### src/rtl/gray_pkg.sv
// Shared definitions for the Gray/binary conversion pipeline.
// Holds the mode encoding and the word-level conversion/adjacency helpers.
// Helpers operate on MAX_WIDTH-bit words; only the low 'width' bits are used.
package gray_pkg;

    localparam int unsigned MAX_WIDTH = 32;

    localparam logic MODE_G2B = 1'b0;
    localparam logic MODE_B2G = 1'b1;

    // Gray to binary: a running XOR from the MSB down.
    function automatic logic [MAX_WIDTH-1:0] gray2bin(input logic [MAX_WIDTH-1:0] g,
                                                      input int unsigned         width);
        logic [MAX_WIDTH-1:0] b;
        logic                 acc;
        int                   idx;
        b   = '0;
        acc = 1'b0;
        for (int i = 0; i < int'(MAX_WIDTH); i++) begin
            idx = int'(MAX_WIDTH) - 1 - i;
            if (idx < int'(width)) begin
                acc    = acc ^ g[idx];
                b[idx] = acc;
            end
        end
        return b;
    endfunction

    // Binary to Gray: each bit XORed with its upper neighbour; the MSB passes through.
    function automatic logic [MAX_WIDTH-1:0] bin2gray(input logic [MAX_WIDTH-1:0] b,
                                                      input int unsigned         width);
        logic [MAX_WIDTH-1:0] g;
        logic [MAX_WIDTH-1:0] sh;
        g  = '0;
        sh = b >> 1;
        for (int i = 0; i < int'(MAX_WIDTH); i++) begin
            if (i < int'(width)) begin
                g[i] = b[i] ^ ((i == int'(width) - 1) ? 1'b0 : sh[i]);
            end
        end
        return g;
    endfunction

    // True when exactly one bit of x is set.
    function automatic logic popcount_is_one(input logic [MAX_WIDTH-1:0] x);
        return (x != '0) && ((x & (x - MAX_WIDTH'(1))) == '0);
    endfunction

endpackage

### src/rtl/gray_pipe_stage.sv
// Single valid/ready register slice carrying {mode, data, err}.
// Ports: clk, rst_n (async active-low), flush_i (sync clear of valid),
//        valid_i/mode_i/data_i/err_i (upstream beat), ready_i (downstream advances),
//        valid_o/mode_o/data_o/err_o (registered beat held in this slice).
// The slice loads whenever it is empty or its downstream advances, so a
// chain of slices has no bubbles.
module gray_pipe_stage #(
    parameter int unsigned WIDTH = 4
) (
    input  logic             clk,
    input  logic             rst_n,
    input  logic             flush_i,
    input  logic             valid_i,
    input  logic             mode_i,
    input  logic [WIDTH-1:0] data_i,
    input  logic             err_i,
    input  logic             ready_i,
    output logic             valid_o,
    output logic             mode_o,
    output logic [WIDTH-1:0] data_o,
    output logic             err_o
);

    logic             valid_q, valid_d;
    logic             mode_q,  mode_d;
    logic [WIDTH-1:0] data_q,  data_d;
    logic             err_q,   err_d;
    logic             adv_c;

    assign adv_c = !valid_q || ready_i;

    // Next-state: flush empties the slice, otherwise load on advance.
    always_comb begin
        valid_d = valid_q;
        mode_d  = mode_q;
        data_d  = data_q;
        err_d   = err_q;
        if (flush_i) begin
            valid_d = 1'b0;
        end else if (adv_c) begin
            valid_d = valid_i;
            if (valid_i) begin
                mode_d = mode_i;
                data_d = data_i;
                err_d  = err_i;
            end
        end
    end

    always_ff @(posedge clk or negedge rst_n) begin
        if (!rst_n) begin
            valid_q <= 1'b0;
            mode_q  <= 1'b0;
            data_q  <= '0;
            err_q   <= 1'b0;
        end else begin
            valid_q <= valid_d;
            mode_q  <= mode_d;
            data_q  <= data_d;
            err_q   <= err_d;
        end
    end

    assign valid_o = valid_q;
    assign mode_o  = mode_q;
    assign data_o  = data_q;
    assign err_o   = err_q;

endmodule

### src/rtl/gray_bin_conv_pipe.sv
// Pipelined bidirectional Gray/binary converter with valid/ready on both sides.
// Parameters: WIDTH (2..32) word width, STAGES (1..4) register stages.
// Ports: clk, rst_n (async active-low), flush (sync drop of in-flight beats),
//        in_valid/in_ready/in_mode/in_data (input stream, mode 0 = Gray-to-binary,
//        1 = binary-to-Gray), out_valid/out_ready/out_mode/out_data (output stream),
//        adj_err (only with GRAY_ADJ_CHECK_EN: Gray input was not a single-bit step).
// in_ready is combinational from out_ready through the stage chain.
module gray_bin_conv_pipe
    import gray_pkg::*;
#(
    parameter int unsigned WIDTH  = 4,
    parameter int unsigned STAGES = 2
) (
    input  logic             clk,
    input  logic             rst_n,
    input  logic             flush,
    input  logic             in_valid,
    output logic             in_ready,
    input  logic             in_mode,
    input  logic [WIDTH-1:0] in_data,
    output logic             out_valid,
    input  logic             out_ready,
    output logic             out_mode,
`ifdef GRAY_ADJ_CHECK_EN
    output logic             adj_err,
`endif
    output logic [WIDTH-1:0] out_data
);

    logic [STAGES:0]               rdy_c;
    logic                          in_fire;
    logic [WIDTH-1:0]              conv_data;
    logic                          conv_err;

    logic [STAGES-1:0]             sin_vld;
    logic [STAGES-1:0]             sin_mode;
    logic [STAGES-1:0][WIDTH-1:0]  sin_data;
    logic [STAGES-1:0]             sin_err;
    logic [STAGES-1:0]             st_vld;
    logic [STAGES-1:0]             st_mode;
    logic [STAGES-1:0][WIDTH-1:0]  st_data;
    logic [STAGES-1:0]             st_err;

    // Advance chain: a stage moves when empty or when the one after it moves.
    always_comb begin
        rdy_c         = '0;
        rdy_c[STAGES] = out_ready;
        for (int k = int'(STAGES) - 1; k >= 0; k--) begin
            rdy_c[k] = !st_vld[k] || rdy_c[k+1];
        end
    end

    assign in_ready = rdy_c[0] && !flush;
    assign in_fire  = in_valid && in_ready;

    // Conversion of the accepted word, registered into stage 0.
    always_comb begin
        conv_data = '0;
        if (in_mode == MODE_G2B) begin
            conv_data = WIDTH'(gray2bin(MAX_WIDTH'(in_data), WIDTH));
        end else begin
            conv_data = WIDTH'(bin2gray(MAX_WIDTH'(in_data), WIDTH));
        end
    end

`ifdef GRAY_ADJ_CHECK_EN
    logic [WIDTH-1:0] hist_q, hist_d;
    logic             hist_vld_q, hist_vld_d;

    // Adjacency history tracks only accepted Gray-to-binary inputs.
    always_comb begin
        hist_d     = hist_q;
        hist_vld_d = hist_vld_q;
        conv_err   = 1'b0;
        if (flush) begin
            hist_d     = '0;
            hist_vld_d = 1'b0;
        end else if (in_fire && (in_mode == MODE_G2B)) begin
            conv_err   = hist_vld_q && !popcount_is_one(MAX_WIDTH'(in_data ^ hist_q));
            hist_d     = in_data;
            hist_vld_d = 1'b1;
        end
    end

    always_ff @(posedge clk or negedge rst_n) begin
        if (!rst_n) begin
            hist_q     <= '0;
            hist_vld_q <= 1'b0;
        end else begin
            hist_q     <= hist_d;
            hist_vld_q <= hist_vld_d;
        end
    end

    assign adj_err = st_err[STAGES-1];
`else
    logic unused_err;

    assign conv_err   = 1'b0;
    assign unused_err = st_err[STAGES-1];
`endif

    for (genvar k = 0; k < int'(STAGES); k++) begin : g_stage
        if (k == 0) begin : g_src
            assign sin_vld[k]  = in_fire;
            assign sin_mode[k] = in_mode;
            assign sin_data[k] = conv_data;
            assign sin_err[k]  = conv_err;
        end else begin : g_src
            assign sin_vld[k]  = st_vld[k-1];
            assign sin_mode[k] = st_mode[k-1];
            assign sin_data[k] = st_data[k-1];
            assign sin_err[k]  = st_err[k-1];
        end

        gray_pipe_stage #(
            .WIDTH (WIDTH)
        ) u_stage (
            .clk     (clk),
            .rst_n   (rst_n),
            .flush_i (flush),
            .valid_i (sin_vld[k]),
            .mode_i  (sin_mode[k]),
            .data_i  (sin_data[k]),
            .err_i   (sin_err[k]),
            .ready_i (rdy_c[k+1]),
            .valid_o (st_vld[k]),
            .mode_o  (st_mode[k]),
            .data_o  (st_data[k]),
            .err_o   (st_err[k])
        );
    end

    assign out_valid = st_vld[STAGES-1];
    assign out_mode  = st_mode[STAGES-1];
    assign out_data  = st_data[STAGES-1];

endmodule

### config.mk
export PLATFORM = sky130hd
export DESIGN_NAME = gray_bin_conv_pipe
export DESIGN_NICKNAME = d
export VERILOG_FILES = /design/src/rtl/gray_pkg.sv /design/src/rtl/gray_pipe_stage.sv /design/src/rtl/gray_bin_conv_pipe.sv
export SDC_FILE = /design/constraint.sdc
export NUM_CORES = 1
export LEC_CHECK = 0
export CORE_AREA = 2 2 39 41
export CTS_CLUSTER_DIAMETER = 30
export DETAILED_ROUTE_END_ITERATION = 10
export DIE_AREA = 0 0 41 43
export HOLD_SLACK_MARGIN = 0.06
export PLACE_DENSITY_LB_ADDON = 0.12
export SLEW_MARGIN = 20
export SYNTH_ARGS = -nofsm -noshare
export SYNTH_HDL_FRONTEND = slang
export SYNTH_SLANG_ARGS = --single-unit
### constraint.sdc
create_clock -name clk -period 1.8 [get_ports clk]
set_input_delay 0.18 -clock clk [delete_from_list [all_inputs] [get_ports clk]]
set_output_delay 0.18 -clock clk [all_outputs]
set_load 0.005 [all_outputs]
==> impl_results.md <==
- Post-route ant nets: 0
- Worst Skew: 0.000237 ns
- Post-CTS Resized: 0
- Final instance area: 751 sq um
- Die width: 41 um
- Hpwl dp: 733 um
- Total of max-cap violations: 0
- Largest area contributor in the netlist: dfrtp_1
- GPL Wtd Cong: 0.631
- Layout cells sized above 1: 22.6%
- Worst min path class: in -> async
- Setup WS post-layout: 0.113 ns
- Synth Register Bits: 12
- CP max stage delay: 0.50 ns
- # DRC: 0
- Fillers: 128
- Top-level I/O count: 17
- Starting density of the core: 39.6%
- Slew Limit Fails: 0
- Die H: 43 um
- Fin crit share: 93.7%
- Via count: 375
- CTS Buffer Depth: 2
- Fin Setup TNS: 0 ns
- Status: complete, no violations
- Synthesized area: 548 sq um
- Share of the synthesized area in the top cell type: 54.8%
- Pwr Density: 928 nW/um^2
- F_max: 0.593 GHz
- CTS buffer count: 3
- Routed Wire Length: 889 um
- Vias in the first global route: 364
- Relative slew slack: 64.9%
- Footprint of the multi-input gates: 244 sq um
- Critical path class: reg -> out
- Avg WL per Cell: 11.4 um
- Dpl cells: 75
- Worst-path cell chain: and3b_2 > nor2_1 > clkdlybuf4s50_1
- CTS sink count: 12
- Worst vdd ir: 0.386 mV
- FF-to-FF End: g_stage[1].u_stage.data_o[0]$_DFFE_PN0P_
- Post-CTS Setup Inserts: 0
- Finished Core Util: 54.2%
- CP Capture Type: output pin
- Area Overhead vs Synth: 37.0%
- Reg clk slew, reported paths: 0.07 ns
- Skew-Pair Late Insertion Delay: 0.26 ns
- Clk root buf: clkbuf_4
- Switch Pwr: 160 uW
- Port bufs: 16
- R2R depth: 3
- Critical Path RT: 1.62 ns
- Vias per cell: 4.81
- First-pass GRT wire length: 1.48 mm
- Pre-CTS WS: 0.111 ns
- Critical path launch point type: flip-flop
- CTS Hold Buffers Added: 0
- Dominant cells by area after synthesis: dfrtp_1 (55%), mux2_2 (10%), mux2_4 (5.5%)
- Register area: 300 sq um
- RSZ-0062 raised after global routing: no
- Switching part of the total: 23.0%
- Synthesized net count: 53
- Crit path time final: 1.69 ns
- Reg2reg setup slack: 0.42 ns
- Die area: 1760 sq um
- Yosys warns: 0
- Mean Syn Cell Area: 12.7 sq um
- Seq/Total Area, Yosys: 54.8%
- TritonRoute pass-1 iters: 1
- CP Max Fanout: 6
- DRT iter0 DRCs: 0
- Cell Int Power: 536 uW
- Largest net degree at the start of global routing: 13
- Layout Cells excl Fill: 78
- GRT overflow: 0
- Worst slew pin tran: 0.524 ns
- Combinational group share of total power: 27.1%
- Reg2Reg Launch Point: g_stage[1].u_stage.valid_o$_DFFE_PN0P_
- Nets: 74
- Placed instance area: 728 sq um
- Synth cell types: 17
- Site Rows: 14
- CTS tree: yes
- Total track usage: 12.3%
- Final Setup Violations: 0
- CTS HTree Levels: 1
- Leak pwr: 0.331 nW
- Clock Power Share: 21.9%
- Endpoints failing hold: 0
- Sequential power share: 50.9%
- CP max stage cell: clkdlybuf4s50_1
- Syn Inst Count: 43
- Core box area: 1380 sq um
- Worst EP arrival: 1.51 ns
- N_diodes: 0
- Initial antenna violation count: 0
through the flow:
step,power (mW),hold WS [ns]
floorplan,0.434,-0.116
global placement,0.552,0.493
detailed placement,0.552,0.485
CTS,0.708,0.283
global route,0.735,0.310
finish,0.696,0.266
sequential cells by signal, indices dropped and copies added (netlist names):
name / count
g_stage.u_stage.valid_o: 2
g_stage.u_stage.mode_o: 2
g_stage.u_stage.data_o: 8
synthesized netlist by cell type (all sizes together):
cell     n
xor2     3
inv      1
and2b    1
mux2     7
nor3b    1
and3     1
nor2b    1
dfrtp   12
and3b    1
or2      1
a21oi    1
nor2     5
xnor2    1
o21ai    5
nand2b   1
o31ai    1
critical path, delay by kind of cell, from the launching register on:
kind                   cells  cell delay [ns]
DFF                        1             0.39
and+or+nand+nor            2             0.35
buffers and inverters      1             0.50
cell families (layout without fill, tap and decap cells):
| logic type | Yosys count | count (layout) | share of synthesized area (%) |
|---|---|---|---|
| buffers and inverters | 1 | 20 | 0.684 |
| AO/OA/AOI/OAI | 7 | 7 | 6.85 |
| flip-flops | 12 | 12 | 54.8 |
| AND/OR/NAND/NOR | 12 | 12 | 15.5 |
| multiplexers | 7 | 7 | 15.8 |
| XOR/XNOR | 4 | 4 | 6.39 |
area by class of cell:
cell class / count / share of cell area (%)
Clock buffer: 3 / 3.00
Sequential cell: 12 / 40.0
Multi-Input combinational cell: 30 / 32.5
Tap cell: 16 / 2.67
Inverter: 1 / 0.500
Timing Repair Buffer: 16 / 21.3
layer usage:
| metal | part of all wire (%) | track usage [%] |
|---|---|---|
| met1 | 45 | 16.0 |
| met3 | 3.9 | 3.14 |
| met5 | 0 | 0 |
| met2 | 50 | 18.1 |
| met4 | 0.56 | 6.00 |
power groups by stage:
stage / Combinational [mW] / Clock (mW) / Sequential, mW
final: 0.189 / 0.153 / 0.355
after global routing: 0.206 / 0.168 / 0.361
after CTS: 0.192 / 0.160 / 0.356
after detailed placement: 0.192 / 0 / 0.361
after global placement: 0.191 / 0 / 0.360
after floorplan: 0.0769 / 0 / 0.357
cells in the final DEF (no fill, tap or decap), types with 2 or more instances in the layout:
cell,instances
clkbuf_4,3
clkdlybuf4s50_1,16
dfrtp_1,12
mux2_2,5
mux2_4,2
nor2_1,5
o21ai_0,5
xor2_1,3
how the worst max path moves through the flow:
stage,depth (start not counted),start,to
after floorplan,3,g_stage[1].u_stage.valid_o$_DFFE_PN0P_,g_stage[1].u_stage.data_o[0]$_DFFE_PN0P_
after global placement,4,out_ready,in_ready
after detailed placement,4,out_ready,g_stage[1].u_stage.data_o[0]$_DFFE_PN0P_
after CTS,3,g_stage[0].u_stage.valid_o$_DFFE_PN0P_,in_ready
after global routing,3,g_stage[0].u_stage.valid_o$_DFFE_PN0P_,in_ready
final,3,g_stage[0].u_stage.valid_o$_DFFE_PN0P_,in_ready
Power figures use the tool's default switching activity.
